--- src/rtl/sub_pipeline_generate_pkg.sv ---
// Shared defaults and stage-count helper for the subtractor pipeline and adder chain.
// Latency: none (constants and a constant function only).
// Backpressure: not applicable.
`ifndef SUB_PIPE_CEIL_DIV
`define SUB_PIPE_CEIL_DIV(n, d) (((n) + (d) - 1) / (d))
`endif

package sub_pipeline_generate_pkg;

    localparam int SUB_PIPE_WIDTH_DEFAULT = 8;
    localparam int SUB_PIPE_CHUNK_DEFAULT = 4;

    // Exclusive upper bit index of chunk k; the last chunk is clipped to the operand width.
    function automatic int chunk_hi(input int k, input int chunk, input int width);
        int hi;
        hi = (k + 1) * chunk;
        if (hi > width) begin
            hi = width;
        end
        return hi;
    endfunction

endpackage

--- src/rtl/full_subtractor.sv ---
// One-bit full subtractor cell: d = a0 - a1 - b0, borrow out on b1.
// Latency: purely combinational.
// Backpressure: none; the enclosing pipeline owns flow control.
module full_subtractor (
    input  logic a0,
    input  logic a1,
    input  logic b0,
    output logic d,
    output logic b1
);

    assign d  = a0 ^ a1 ^ b0;
    assign b1 = (~a0 & a1) | (~(a0 ^ a1) & b0);

endmodule

--- src/rtl/sub_pipeline_generate.sv ---
// Pipelined ripple-borrow subtractor diff = a0 - a1, borrow in diff[WIDTH]; clamp to zero when SUB_PIPE_SATURATE_EN is defined.
// Latency: STAGES = ceil(WIDTH/CHUNK) register stages, one result per cycle.
// Backpressure: all stages advance together on adv = ~out_valid | out_ready; in_ready = adv.
module sub_pipeline_generate
    import sub_pipeline_generate_pkg::*;
#(
    parameter int WIDTH = SUB_PIPE_WIDTH_DEFAULT,
    parameter int CHUNK = SUB_PIPE_CHUNK_DEFAULT
) (
    input  logic             CLK,
    input  logic             RST,
    input  logic             in_valid,
    output logic             in_ready,
    input  logic [WIDTH-1:0] a0,
    input  logic [WIDTH-1:0] a1,
    output logic             out_valid,
    input  logic             out_ready,
    output logic [WIDTH:0]   diff
);

    localparam int STAGES = `SUB_PIPE_CEIL_DIV(WIDTH, CHUNK);

    // Single enable for the whole pipe: bubbles are carried, never collapsed.
    logic adv;
    assign adv      = ~out_valid | out_ready;
    assign in_ready = adv;

    genvar k, j;
    for (k = 0; k < STAGES; k++) begin : g_stage
        localparam int LO  = k * CHUNK;
        localparam int HI  = chunk_hi(k, CHUNK, WIDTH);
        localparam int CW  = HI - LO;
        localparam int REM = WIDTH - HI;

        logic [CW-1:0] ca0;
        logic [CW-1:0] ca1;
        logic [CW-1:0] cd;
        logic [CW:0]   cb;
        logic [HI-1:0] dif_raw;
        logic [HI-1:0] dif_d;
        logic [HI-1:0] dif_q;
        logic          vld_d;
        logic          vld_q;
        logic          bor_d;
        logic          bor_q;

        // Chunk operands, incoming borrow and already-resolved bits come from the
        // inputs for stage 0 and from the previous stage register otherwise.
        if (k == 0) begin : g_src_in
            assign ca0     = a0[CW-1:0];
            assign ca1     = a1[CW-1:0];
            assign cb[0]   = 1'b0;
            assign vld_d   = in_valid;
            assign dif_raw = cd;
        end else begin : g_src_prev
            assign ca0     = g_stage[k-1].g_ops.opa_q[CW-1:0];
            assign ca1     = g_stage[k-1].g_ops.opb_q[CW-1:0];
            assign cb[0]   = g_stage[k-1].bor_q;
            assign vld_d   = g_stage[k-1].vld_q;
            assign dif_raw = {cd, g_stage[k-1].dif_q};
        end

        for (j = 0; j < CW; j++) begin : g_bit
            full_subtractor u_fs (
                .a0 (ca0[j]),
                .a1 (ca1[j]),
                .b0 (cb[j]),
                .d  (cd[j]),
                .b1 (cb[j+1])
            );
        end

        assign bor_d = cb[CW];

        // Only the output stage can clamp; earlier stages pass their bits through.
        if (k == STAGES - 1) begin : g_out
`ifdef SUB_PIPE_SATURATE_EN
            assign dif_d = bor_d ? '0 : dif_raw;
`else
            assign dif_d = dif_raw;
`endif
        end else begin : g_mid
            assign dif_d = dif_raw;
        end

        // Skewed operand bits still waiting for a later chunk travel with the transaction.
        if (REM > 0) begin : g_ops
            logic [REM-1:0] opa_d;
            logic [REM-1:0] opb_d;
            logic [REM-1:0] opa_q;
            logic [REM-1:0] opb_q;

            if (k == 0) begin : g_ops_in
                assign opa_d = a0[WIDTH-1:HI];
                assign opb_d = a1[WIDTH-1:HI];
            end else begin : g_ops_prev
                assign opa_d = g_stage[k-1].g_ops.opa_q[CW +: REM];
                assign opb_d = g_stage[k-1].g_ops.opb_q[CW +: REM];
            end

            // Operand skew registers: data only, meaningless while the stage is invalid.
            always_ff @(posedge CLK) begin
                if (adv) begin
                    opa_q <= opa_d;
                    opb_q <= opb_d;
                end
            end
        end

        // Stage valid/result register: cleared by reset, loads on every advance.
        always_ff @(posedge CLK) begin
            if (RST) begin
                vld_q <= 1'b0;
                dif_q <= '0;
                bor_q <= 1'b0;
            end else if (adv) begin
                vld_q <= vld_d;
                dif_q <= dif_d;
                bor_q <= bor_d;
            end
        end
    end

    assign out_valid = g_stage[STAGES-1].vld_q;
    assign diff      = {g_stage[STAGES-1].bor_q, g_stage[STAGES-1].dif_q};

endmodule

--- config.mk ---
export PLATFORM = sky130hd
export DESIGN_NAME = sub_pipeline_generate
export DESIGN_NICKNAME = d
export VERILOG_FILES = /design/src/rtl/sub_pipeline_generate_pkg.sv /design/src/rtl/full_subtractor.sv /design/src/rtl/sub_pipeline_generate.sv
export SDC_FILE = /design/constraint.sdc
export NUM_CORES = 1
export LEC_CHECK = 0
export ABC_AREA = 1
export CORE_MARGIN = 2
export CORE_UTILIZATION = 35
export DETAILED_ROUTE_END_ITERATION = 10
export MAX_ROUTING_LAYER = met4
export SLEW_MARGIN = 20
export SYNTH_ARGS = -nofsm -noshare
export SYNTH_HDL_FRONTEND = slang
export SYNTH_HIERARCHICAL = 1
export SYNTH_SLANG_ARGS = --single-unit
--- constraint.sdc ---
create_clock -name CLK -period 2.2 [get_ports CLK]
set_input_delay 0.33 -clock CLK [delete_from_list [all_inputs] [get_ports CLK]]
set_output_delay 0.33 -clock CLK [all_outputs]
set_load 0.02 [all_outputs]
# Yosys cells after proc, flatten, opt, wreduce, memory -nomap -nowiden
# Cells that the tools add are included.
# word_totals
ff_bits	24
input_bits	20
output_inout_bits	11
wordCells	62
# classes
bitwise	54
# ops
operator	count
1-bit inverter	16
1-bit AND	15
1-bit bitwise XOR	15
1-bit bitwise OR	8

# Depth between registers and ports, before layout
# Gate-level depths: netlist (run 1).
# depth
ltp_word	10
mapped_depth	14
depth_no_buf	14

# Modules after synthesis
# Netlist (run 1), hierarchy kept.
# modules_own_cells
mod	n_inst	cells_each	area_per_inst_um2	seq_area_each_um2
sub_pipeline_generate	1	112	937.1	560.5
full_subtractor	8	4	31.3	0.0

# Least setup slack after synthesis (run 1)
# No wires, ideal clock.
# synth_path
path_kind	register to register
startpoint	register g_stage[0].g_ops.opa_q[0]
endpoint	register g_stage[1].dif_q[7]
setup_ns	0.113
t_arrival_ns	2.302
required_time_ns	2.087
setup_slack_ns	-0.214
stages_incl_launch_ff	13
path_buffers	0
synth_period_minus_slack_ns	2.414
cell_sequence	edfxtp_1 -> fa_1 -> inv_1 -> inv_1 -> fa_1 -> inv_1 -> inv_1 -> fa_1 -> inv_1 -> inv_1 -> fa_1 -> nor2_1 -> nor2_1
# synth_via
elab_chain_cells	9
word_cells_on_any_way	11
classes_between	11 x bitwise
# synth_rtl
item	line	source
from (decl)	sub_pipeline_generate.sv:90	logic [REM-1:0] opa_q;
from (signal assigned)	sub_pipeline_generate.sv:104	opa_q <= opa_d;
1-bit bitwise XOR	full_subtractor.sv:13	assign b1 = (~a0 & a1) | (~(a0 ^ a1) & b0);
1-bit inverter	full_subtractor.sv:13	
1-bit AND	full_subtractor.sv:13	
1-bit bitwise OR (*)	full_subtractor.sv:13	
net g_stage[1].cb[1]	sub_pipeline_generate.sv:38	logic [CW:0] cb;
1-bit AND (*)	full_subtractor.sv:13	
1-bit bitwise OR (*)	full_subtractor.sv:13	
net g_stage[1].cb[2]	sub_pipeline_generate.sv:38	
1-bit AND (*)	full_subtractor.sv:13	
1-bit bitwise OR (*)	full_subtractor.sv:13	
net g_stage[1].cb[3]	sub_pipeline_generate.sv:38	
1-bit bitwise XOR (*)	full_subtractor.sv:12	assign d = a0 ^ a1 ^ b0;
net g_stage[1].cd[3]	sub_pipeline_generate.sv:37	logic [CW-1:0] cd;
to (signal assigned)	sub_pipeline_generate.sv:118	dif_q <= dif_d;
to (decl)	sub_pipeline_generate.sv:41	logic [HI-1:0] dif_q;
# Mark *: on every way through the listed nets, which the timed path passes. The rest lies on a longest branch.
# A chain may end at the register's enable or synchronous reset.

# Final worst setup path (run 1)
# Ends and elaborated chain as after synthesis.

==> impl_metrics.py, run 1 <==
metrics = {
    "clock_tree": {
        "clkTransAtPathRegs_ns": 0.12,
        "cts_buffers": 3,
        "cts_hold_buf": 0,
        "clockBufferDepth": 2,
        "cts_tree": "yes",
        "clock_latency_ns": 0.30,
        "root_buffer": "clkbuf_4",
        "clock_sinks": 24,
        "cts_htree_levels": 1,
    },
    "floorplanning": {
        "rows": 21,
        "die_area_mm2": 0.00387,
        "ioPinCount": 31,
        "dieHeight_um": 62.2,
        "initial_core_util": 0.362,
        "die_w_um": 62.2,
        "core_area_mm2": 0.00328,
    },
    "synthesis": {
        "syn_inst": 144,
        "ys_seq_area_frac": 0.472,
        "synth_nets": 172,
        "synth.most_common_cell": "inv_1",
        "synth_edf_count": 8,
        "synth_compound_area_frac": 0.00421,
        "async_reset_ff_frac": 0,
        "yosysWarnings": 6,
        "avgSynthCellArea_um2": 8.25,
        "ys_types": 14,
        "synth_largest_area_cell": "dfxtp_1",
        "ys_top_cells_by_area": "dfxtp_1, edfxtp_1, fa_1",
        "synthAdderAreaFrac": 0.135,
        "yosys.area_share.simple": 0.218,
        "synth_top_family_by_area": "simple AND/OR/NAND/NOR gates",
        "synthMuxAreaShare": 0,
        "synth_commonest_cells": "inv_1, nor2_1, dfxtp_1, nand2_1, nand3_1",
        "synth_xor_xnor_area_share": 0,
        "synth_top_cell_area_share": 0.270,
        "synthFlopType": "dfxtp_1",
        "ys_ff_latch": 24,
        "synth_area_mm2": 0.00119,
    },
    "worst_setup_path": {
        "worst-path-max-fanout": 1,
        "path_class": "flip-flop to flip-flop",
        "end_kind": "flip-flop",
        "arrival_ns": 2.60,
        "worstPathRequired_ns": 2.45,
        "start_kind": "flip-flop",
    },
    "drt": {
        "drtAntennaViolNets": 0,
        "dr_total_vias": 896,
        "wl_um": 1970,
        "vias_per_cell": 4.05,
        "post_drt_wl_per_cell_um": 8.93,
        "firstDrtPassIters": 4,
        "drc_errors": 0,
        "initialDrtViolationCount": 29,
    },
    "final_layout": {
        "drive_above_1_share": 0.183,
        "nFillCells": 332,
        "syn_to_final_growth_pct": 31.5,
        "nets": 204,
        "utilization": 0.475,
        "diodes": 0,
    },
    "job": {
        "cap_violations": 0,
    },
    "grt": {
        "track_usage": 0.116,
        "antenna_found_initial": 0,
        "overflow": 0,
        "first_global_vias": 880,
        "grt_pass1_wl_um": 3460,
        "grt_max_degree": 16,
    },
    "sta": {
        "period_share": 1.07,
        "fin_setup_tns_ns": -0.223,
        "hold_viol": 0,
        "setup_violations": 2,
        "clock_skew_ns": 0.00844,
        "setup_slack_ns": -0.145,
        "rsz0062_at_grt": "true",
        "final.min_clock_period_ns": 2.35,
        "max_freq_mhz": 426,
        "drv_slew": 0,
    },
    "run_status": {
        "status": "finished, violations left",
        "violations": "negative setup slack",
    },
    "pwr": {
        "power_density_mw_per_mm2": 616,
        "leakage_uw": 0.000697,
        "peakVddDrop_uv": 351,
        "power_uw": 962,
    },
    "place": {
        "finalWeightedCongestion": 0.733,
        "dp_hpwl_um": 1580,
        "place.port_buffers": 30,
    },
    "min_path": {
        "hold_class": "flip-flop to flip-flop",
    },
}
[per-stage QoR]
stage / cell area [µm²] / hold WS (ns) / instances / setup slack (ns)
after floorplan: 1200 / 0.399 / 144 / -0.0312
after global placement: 1540 / 0.445 / 217 / -0.513
after detailed placement: 1540 / 0.458 / 217 / -0.537
after CTS: 1560 / 0.476 / 221 / -0.180
after global routing: 1560 / 0.502 / 221 / -0.241
final: 1560 / 0.476 / 221 / -0.145
[final timing paths]
path                        startpoint  slack (ns)  cells past startpoint                   to
max          g_stage[0].g_ops.opa_q[0]       -0.15                     12  g_stage[1].dif_q[7]
min                   g_stage[0].vld_q        0.48                      2            out_valid
max reg2reg  g_stage[0].g_ops.opa_q[0]       -0.15                     12  g_stage[1].dif_q[7]
min reg2reg           g_stage[0].vld_q        0.48                      2            out_valid
[layout make-up]
class | count | area [µm²] | area share
Inverter | 42 | 158 | 0.101
Timing Repair Buffer | 33 | 313 | 0.200
Sequential cell | 24 | 562 | 0.360
Multi-Input combinational cell | 72 | 445 | 0.285
Clock inverter | 1 | 3.75 | 0.00240
Clock buffer | 3 | 22.5 | 0.0144
Tap cell | 46 | 57.6 | 0.0369
[report_power, final]
group          internal (µW)  leakage [µW]  total, µW  switching, µW
combinational            125      0.000465        251            127
clock                   66.1     0.0000154        185            119
sequential               503      0.000217        525           22.1
[kinds of logic (layout without fill, tap and decap cells)]
kind of cell | Yosys count | after routing
and+or+nand+nor | 62 | 62
other | 1 | 1
buffers and inverters | 48 | 79
adders and majority gates | 8 | 8
DFF | 24 | 24
AOI/OAI and AO/OA | 1 | 1
[layer usage]
layer	track usage	part of all wire	wire (µm)
met5	-	0	0
met4	0.0167	0.0051	10
met3	0.0326	0.036	71
met2	0.240	0.58	1150
met1	0.103	0.38	745
[flip-flops by register name (all words and copies together), names as in the netlist]
name,flops
g_stage.g_ops.opb_q,4
g_stage.vld_q,1
g_stage.dif_q,12
g_stage.bor_q,2
out_valid,1
g_stage.g_ops.opa_q,4
[critical path, stage by stage, from the launching register on]
cell and delay (ns):
edfxtp_1 0.42, fa_2 0.35, inv_2 0.06, inv_2 0.03, fa_2 0.33, inv_2 0.06, inv_2 0.03, fa_2 0.32
inv_2 0.06, inv_2 0.03, fa_1 0.47, nor2_1 0.04, nor2_1 0.09
[repair_timing]
item	CTS	global route
pin swaps	6	2
resized for setup	20	0
endpoints found under the setup margin	4	3
buffers inserted	0	0
[cells in the final DEF, fill, tap and decap left out, drive strengths merged]
cell type | netlist | final
fa | 8 | 8
clkdlybuf4s50 | 0 | 28
nand3 | 15 | 15
nor2 | 31 | 31
dfxtp | 16 | 16
clkinv | 0 | 1
inv | 42 | 42
clkbuf | 0 | 3
edfxtp | 8 | 8
conb | 1 | 1
a21oi | 1 | 1
buf | 6 | 5
nand2 | 16 | 16
Power figures use the tool's default switching activity.
==> run 2, diff against run 1 <==
SLEW_MARGIN = not set   (was 20)
==> results of run 2 <==
Final layout, timing and power as in run 1 (identical DEF).
